===== config.mk =====
export PLATFORM = sky130hd
export DESIGN_NAME = axil_ctrl_regs
export DESIGN_NICKNAME = d
export VERILOG_FILES = /design/src/rtl/axil_ctrl_regs.sv
export SDC_FILE = /design/constraint.sdc
export NUM_CORES = 1
export LEC_CHECK = 0
export CAP_MARGIN = 15
export CORE_UTILIZATION = 30
export DETAILED_ROUTE_END_ITERATION = 10
export SLEW_MARGIN = 10
export SYNTH_ARGS = -nofsm -noshare
export SYNTH_HDL_FRONTEND = slang
export SYNTH_SLANG_ARGS = --single-unit

===== constraint.sdc =====
create_clock -name aclk -period 6.1 [get_ports aclk]
set_clock_uncertainty 0.05 [all_clocks]
set_input_delay 0.915 -clock aclk [delete_from_list [all_inputs] [get_ports aclk]]
set_output_delay 0.915 -clock aclk [all_outputs]
set_load 0.01 [all_outputs]

===== src/rtl/axil_ctrl_regs.sv =====
// AXI4-Lite slave register file: CTRL (start pulse / soft reset), STATUS snapshot,
// and N_REGS-2 read/write configuration words, with independent read and write FSMs.
module axil_ctrl_regs #(
    parameter int ADDR_BITS = 32,
    parameter int DATA_BITS = 32,
    parameter int N_REGS    = 8
) (
    input  logic                        aclk,
    input  logic                        areset,

    input  logic [ADDR_BITS-1:0]        s_axil_awaddr,
    input  logic                        s_axil_awvalid,
    output logic                        s_axil_awready,

    input  logic [DATA_BITS-1:0]        s_axil_wdata,
    input  logic [DATA_BITS/8-1:0]      s_axil_wstrb,
    input  logic                        s_axil_wvalid,
    output logic                        s_axil_wready,

    output logic [1:0]                  s_axil_bresp,
    output logic                        s_axil_bvalid,
    input  logic                        s_axil_bready,

    input  logic [ADDR_BITS-1:0]        s_axil_araddr,
    input  logic                        s_axil_arvalid,
    output logic                        s_axil_arready,

    output logic [DATA_BITS-1:0]        s_axil_rdata,
    output logic [1:0]                  s_axil_rresp,
    output logic                        s_axil_rvalid,
    input  logic                        s_axil_rready,

    output logic                        ctrl_start,
    output logic                        ctrl_soft_rst,
    input  logic [DATA_BITS-1:0]        status_in,
    output logic [DATA_BITS*(N_REGS-2)-1:0] cfg_out
);

    localparam int IDX_W = $clog2(N_REGS);
    localparam int N_CFG = N_REGS - 2;
    localparam logic [1:0] RESP_OKAY   = 2'b00;
    localparam logic [1:0] RESP_SLVERR = 2'b10;

    if (DATA_BITS != 32) begin : g_bad_data_bits
        $error("axil_ctrl_regs: DATA_BITS must be 32");
    end
    if (N_REGS < 4 || (N_REGS & (N_REGS - 1)) != 0) begin : g_bad_n_regs
        $error("axil_ctrl_regs: N_REGS must be a power of 2 and >= 4");
    end

    typedef enum logic {W_IDLE, W_RESP} w_state_t;
    typedef enum logic {R_IDLE, R_DATA} r_state_t;

    w_state_t w_state, w_state_nxt;
    r_state_t r_state, r_state_nxt;

    logic                 soft_rst_q;
    logic [DATA_BITS-1:0] cfg_q [N_CFG];

    logic                 w_acc;
    logic                 r_acc;
    logic [IDX_W-1:0]     widx;
    logic [IDX_W-1:0]     ridx;
    logic                 w_dec_err;
    logic                 r_dec_err;
    logic [DATA_BITS-1:0] rd_val;
    logic                 unused_addr_lsbs;

    function automatic logic [DATA_BITS-1:0] apply_strb(
        input logic [DATA_BITS-1:0]   cur,
        input logic [DATA_BITS-1:0]   wd,
        input logic [DATA_BITS/8-1:0] strb
    );
        logic [DATA_BITS-1:0] res;
        res = cur;
        for (int b = 0; b < DATA_BITS/8; b++) begin
            if (strb[b]) res[8*b +: 8] = wd[8*b +: 8];
        end
        return res;
    endfunction

    // Address decode: word index plus any set bit above the decoded window is an error
    assign widx             = s_axil_awaddr[IDX_W+1:2];
    assign ridx             = s_axil_araddr[IDX_W+1:2];
    assign w_dec_err        = |s_axil_awaddr[ADDR_BITS-1:IDX_W+2];
    assign r_dec_err        = |s_axil_araddr[ADDR_BITS-1:IDX_W+2];
    assign unused_addr_lsbs = ^{s_axil_awaddr[1:0], s_axil_araddr[1:0]};

    always_ff @(posedge aclk) begin
        if (areset) begin
            w_state <= W_IDLE;
            r_state <= R_IDLE;
        end else begin
            w_state <= w_state_nxt;
            r_state <= r_state_nxt;
        end
    end

    always_comb begin
        w_state_nxt = w_state;
        case (w_state)
            W_IDLE:  if (w_acc) w_state_nxt = W_RESP;
            W_RESP:  if (s_axil_bready) w_state_nxt = W_IDLE;
            default: w_state_nxt = W_IDLE;
        endcase
        r_state_nxt = r_state;
        case (r_state)
            R_IDLE:  if (r_acc) r_state_nxt = R_DATA;
            R_DATA:  if (s_axil_rready) r_state_nxt = R_IDLE;
            default: r_state_nxt = R_IDLE;
        endcase
    end

    // AW and W are only taken together, in a single cycle
    always_comb begin
        s_axil_awready = (w_state == W_IDLE) && s_axil_awvalid && s_axil_wvalid && !areset;
        s_axil_wready  = s_axil_awready;
        s_axil_bvalid  = (w_state == W_RESP);
        s_axil_arready = (r_state == R_IDLE) && !areset;
        s_axil_rvalid  = (r_state == R_DATA);
    end

    assign w_acc = s_axil_awready;
    assign r_acc = s_axil_arready && s_axil_arvalid;

    always_comb begin
        rd_val = '0;
        if (ridx == IDX_W'(0)) begin
            rd_val = {{(DATA_BITS-2){1'b0}}, soft_rst_q, 1'b0};
        end else if (ridx == IDX_W'(1)) begin
            rd_val = status_in;
        end
        for (int k = 0; k < N_CFG; k++) begin
            if (ridx == IDX_W'(k + 2)) rd_val = cfg_q[k];
        end
        if (r_dec_err) rd_val = '0;
    end

    // Register writes and read-data capture share the edge, so reads see pre-write values
    always_ff @(posedge aclk) begin
        if (areset) begin
            soft_rst_q   <= 1'b0;
            ctrl_start   <= 1'b0;
            s_axil_bresp <= RESP_OKAY;
            s_axil_rresp <= RESP_OKAY;
            s_axil_rdata <= '0;
            for (int k = 0; k < N_CFG; k++) cfg_q[k] <= '0;
        end else begin
            ctrl_start <= 1'b0;
            if (w_acc) begin
                s_axil_bresp <= w_dec_err ? RESP_SLVERR : RESP_OKAY;
                if (!w_dec_err) begin
                    if (widx == IDX_W'(0) && s_axil_wstrb[0]) begin
                        soft_rst_q <= s_axil_wdata[1];
                        ctrl_start <= s_axil_wdata[0];
                    end
                    for (int k = 0; k < N_CFG; k++) begin
                        if (widx == IDX_W'(k + 2))
                            cfg_q[k] <= apply_strb(cfg_q[k], s_axil_wdata, s_axil_wstrb);
                    end
                end
            end
            if (r_acc) begin
                s_axil_rdata <= rd_val;
                s_axil_rresp <= r_dec_err ? RESP_SLVERR : RESP_OKAY;
            end
        end
    end

    assign ctrl_soft_rst = soft_rst_q;

    for (genvar g = 0; g < N_CFG; g++) begin : g_cfg_pack
        assign cfg_out[DATA_BITS*g +: DATA_BITS] = cfg_q[g];
    end

endmodule


==> results.ini <==
[route]
wire_per_inst_um=22.4
drt_iter0_markers=521
first_pass_iters=5
drt_wl_total_um=39100
ant_nets=0
via_count=8939
drt_drc_violations_left=0
vias_per_cell=5.13

[setup_path]
max_stage_delay_ns=0.89
path_buf_inv=2
worstSetupPathType=primary input to register
critPathTopFamily=simple AND/OR/NAND/NOR gates
cp.arrival_ns=4.15
worstPathCellList=clkdlybuf4s50_1, nor4_1, nand4_1, or3_2, buf_4, o21bai_1
worstPathRequired_ns=6.19
crit_slowest_cell=or3_2
r2r_end=cfg_q[5][15]$_SDFFCE_PN0P_
r2r_cells=5
cp-start-kind=primary input
critical_path.max_fanout=20
r2r_start=s_axil_bvalid$_SDFF_PP0_
worst-r2r-setup-slack_ns=2.62
end_kind=register

[global_routing]
grt_max_degree=96
grt_pass1_wl_um=56700
first_global_vias=9199
grt_overflow=0
track_usage_pct=21.0
antenna_found_initial=1

[timing]
fmax_mhz=246
rsz0062_at_grt=false
tightest_slew_ns=1.13
relSlewSlack_pct=24.6
min_period_ns=4.06
setup-violations-final=0
finalSetupTns_ns=0
fin_crit_sh_pct=66.6
hold_viol=0
slew_violations=0

[yosys]
synthCells=933
ys_seq_elements=230
synth_edf_count=192
synth_area_um2=10700
synth.distinct_cells=38
synth-seq-area-share_pct=60.8
async_flop_share_pct=0
ys_warn_count=0
synth_ff_type=edfxtp_1
postSynthAreaPerCell_um2=11.5

[cts]
clock-sinks=230
max-clock-path-buffers=3
cts_setup_buffers=0
cts_tree=done
cts_made_buffers=27
cts.repair.resized=0
htreeDepth=1
clkTransAtPathRegs_ns=0.06
ctsHoldBuffers=0
clkLatencyLatePin_ns=0.52
root_buffer=clkbuf_16

[placement]
place_area_um2=14800
place_congestion=0.793
place_inst=1691
port_buffers=367
dp_hpwl_um=27100

[cells_and_area]
fin_area_um2=15700
area_delta_synth_final_pct=46.6
post-route-util_pct=45.1
drive_above_1_share_pct=8.39
fin_nets=1406
fin_cells=1743

[die]
start_util_pct=30.8
die_w_um=191
ios=374
core_um2=34900
die_height_um=191
row_count=68
die-area_um2=36600

[min_path]
min_to=s_axil_rdata[2]$_SDFFE_PP0P_
worstHoldStart=s_axil_rdata[2]$_SDFFE_PP0P_
hold_depth=1
hp-class=register to register

[power_and_ir_drop]
power_mw=3.80
ir_worst_vdd_v=0.000173
power_density_nw_per_um2=242
cellLeakagePower_nw=5.56

[status]
status=finished clean

[job]
cap_violations=0

[cells in the mapped netlist, types with 3 or more instances]
cell	count	area, um^2
edfxtp_1	192	5770
nor2_1	136	510
nand2_1	72	270
clkbuf_1	67	251
and2_1	63	394
dfxtp_1	38	761
nor2b_1	35	219
o21ai_0	33	165
a32o_1	32	320
mux2_2	32	360
mux2i_1	32	320
a211oi_1	31	233
a21oi_1	31	155
o31ai_1	31	233
nor3b_1	30	225
o21bai_1	18	135
nor4_1	13	81.3
a21o_1	7	52.6
buf_2	6	30.0
nor3_1	5	25.0
buf_1	4	15.0
buf_4	3	22.5
inv_1	3	11.3
[cell usage in the layout, fill, tap and decap left out, drive strengths merged, types with 30 or more instances in the layout]
master / count
a32o: 32
clkbuf: 32
clkdlybuf4s50: 363
dfxtp: 38
nor2b: 35
nor3b: 30
mux2: 32
nor2: 136
and2: 63
a21oi: 31
mux2i: 32
nand2: 72
o21ai: 33
o31ai: 31
a211oi: 31
edfxtp: 192
[metrics by stage]
stage | worst slack, ns | hold WS, ns
finish | 2.04 | 0.414
global route | 1.93 | 0.429
CTS | 2.05 | 0.419
detailed placement | 1.49 | 0.404
global placement | 1.54 | 0.401
floorplan | 3.06 | 0.460
[area by class of cell]
| type | instances | area [um^2] |
|---|---|---|
| fill | 3294 | 19100 |
| sequential | 230 | 6530 |
| multi-input combinational | 621 | 3920 |
| timing repair buffer | 384 | 3810 |
| clock buffer | 32 | 704 |
| tap | 455 | 569 |
| clock inverter | 17 | 196 |
| inverter | 3 | 11.3 |
| antenna | 1 | 2.50 |
[layer usage]
metal	vias to the layer above	part of all wire [%]	GRT usage, %
met1	4359	41	25.1
met5	-	0.033	0
met3	58	8.1	5.40
met4	2	2.0	5.59
li1	4102	-	-
met2	418	49	37.0
[power breakdown]
| group | total, mW | switching, mW | internal, mW | leakage (nW) |
|---|---|---|---|---|
| registers | 1.76 | 0.0270 | 1.73 | 2.37 |
| logic | 0.409 | 0.208 | 0.201 | 2.77 |
| clock network | 1.64 | 0.644 | 0.992 | 0.424 |
[worst reg2reg max path: cells and delay by family (launching register included)]
kind                   cells  cell delay, ns
buffers and inverters      1            0.36
AND/OR/NAND/NOR            3            1.54
AO/OA/AOI/OAI              1            0.79
flip-flops                 1            0.35
[how the worst max path moves through the flow]
| stage | endpoint | from | depth (start not counted) | slack (ns) |
|---|---|---|---|---|
| after global placement | cfg_q[4][12]$_SDFFCE_PN0P_ | s_axil_awaddr[15] | 6 | 1.54 |
| after CTS | cfg_q[5][15]$_SDFFCE_PN0P_ | s_axil_awaddr[15] | 6 | 2.05 |
| after global routing | cfg_q[5][1]$_SDFFCE_PN0P_ | s_axil_awaddr[13] | 6 | 1.93 |
| final | cfg_q[5][15]$_SDFFCE_PN0P_ | s_axil_awaddr[13] | 6 | 2.04 |
| after detailed placement | cfg_q[5][10]$_SDFFCE_PN0P_ | s_axil_awaddr[15] | 6 | 1.49 |
| after floorplan | cfg_q[3][0]$_SDFFCE_PN0P_ | s_axil_awaddr[15] | 5 | 3.06 |
[cells by family (layout without fill, tap and decap cells)]
kind of cell	after synthesis	after routing	share of synthesized area (%)
simple gates	367	367	17.1
flops	230	230	60.8
buf+inv	83	436	3.08
compound gates	187	187	12.4
other cells	1	3	0.0349
mux	65	65	6.55
[sequential cells by signal, indices dropped and copies added, names as in the netlist]
register       count
s_axil_rdata      32
s_axil_rresp       1
ctrl_start         1
s_axil_bresp       1
ctrl_soft_rst      1
s_axil_bvalid      1
s_axil_rvalid      1
cfg_q            192
Note: power is estimated with default switching activity, not from simulation.
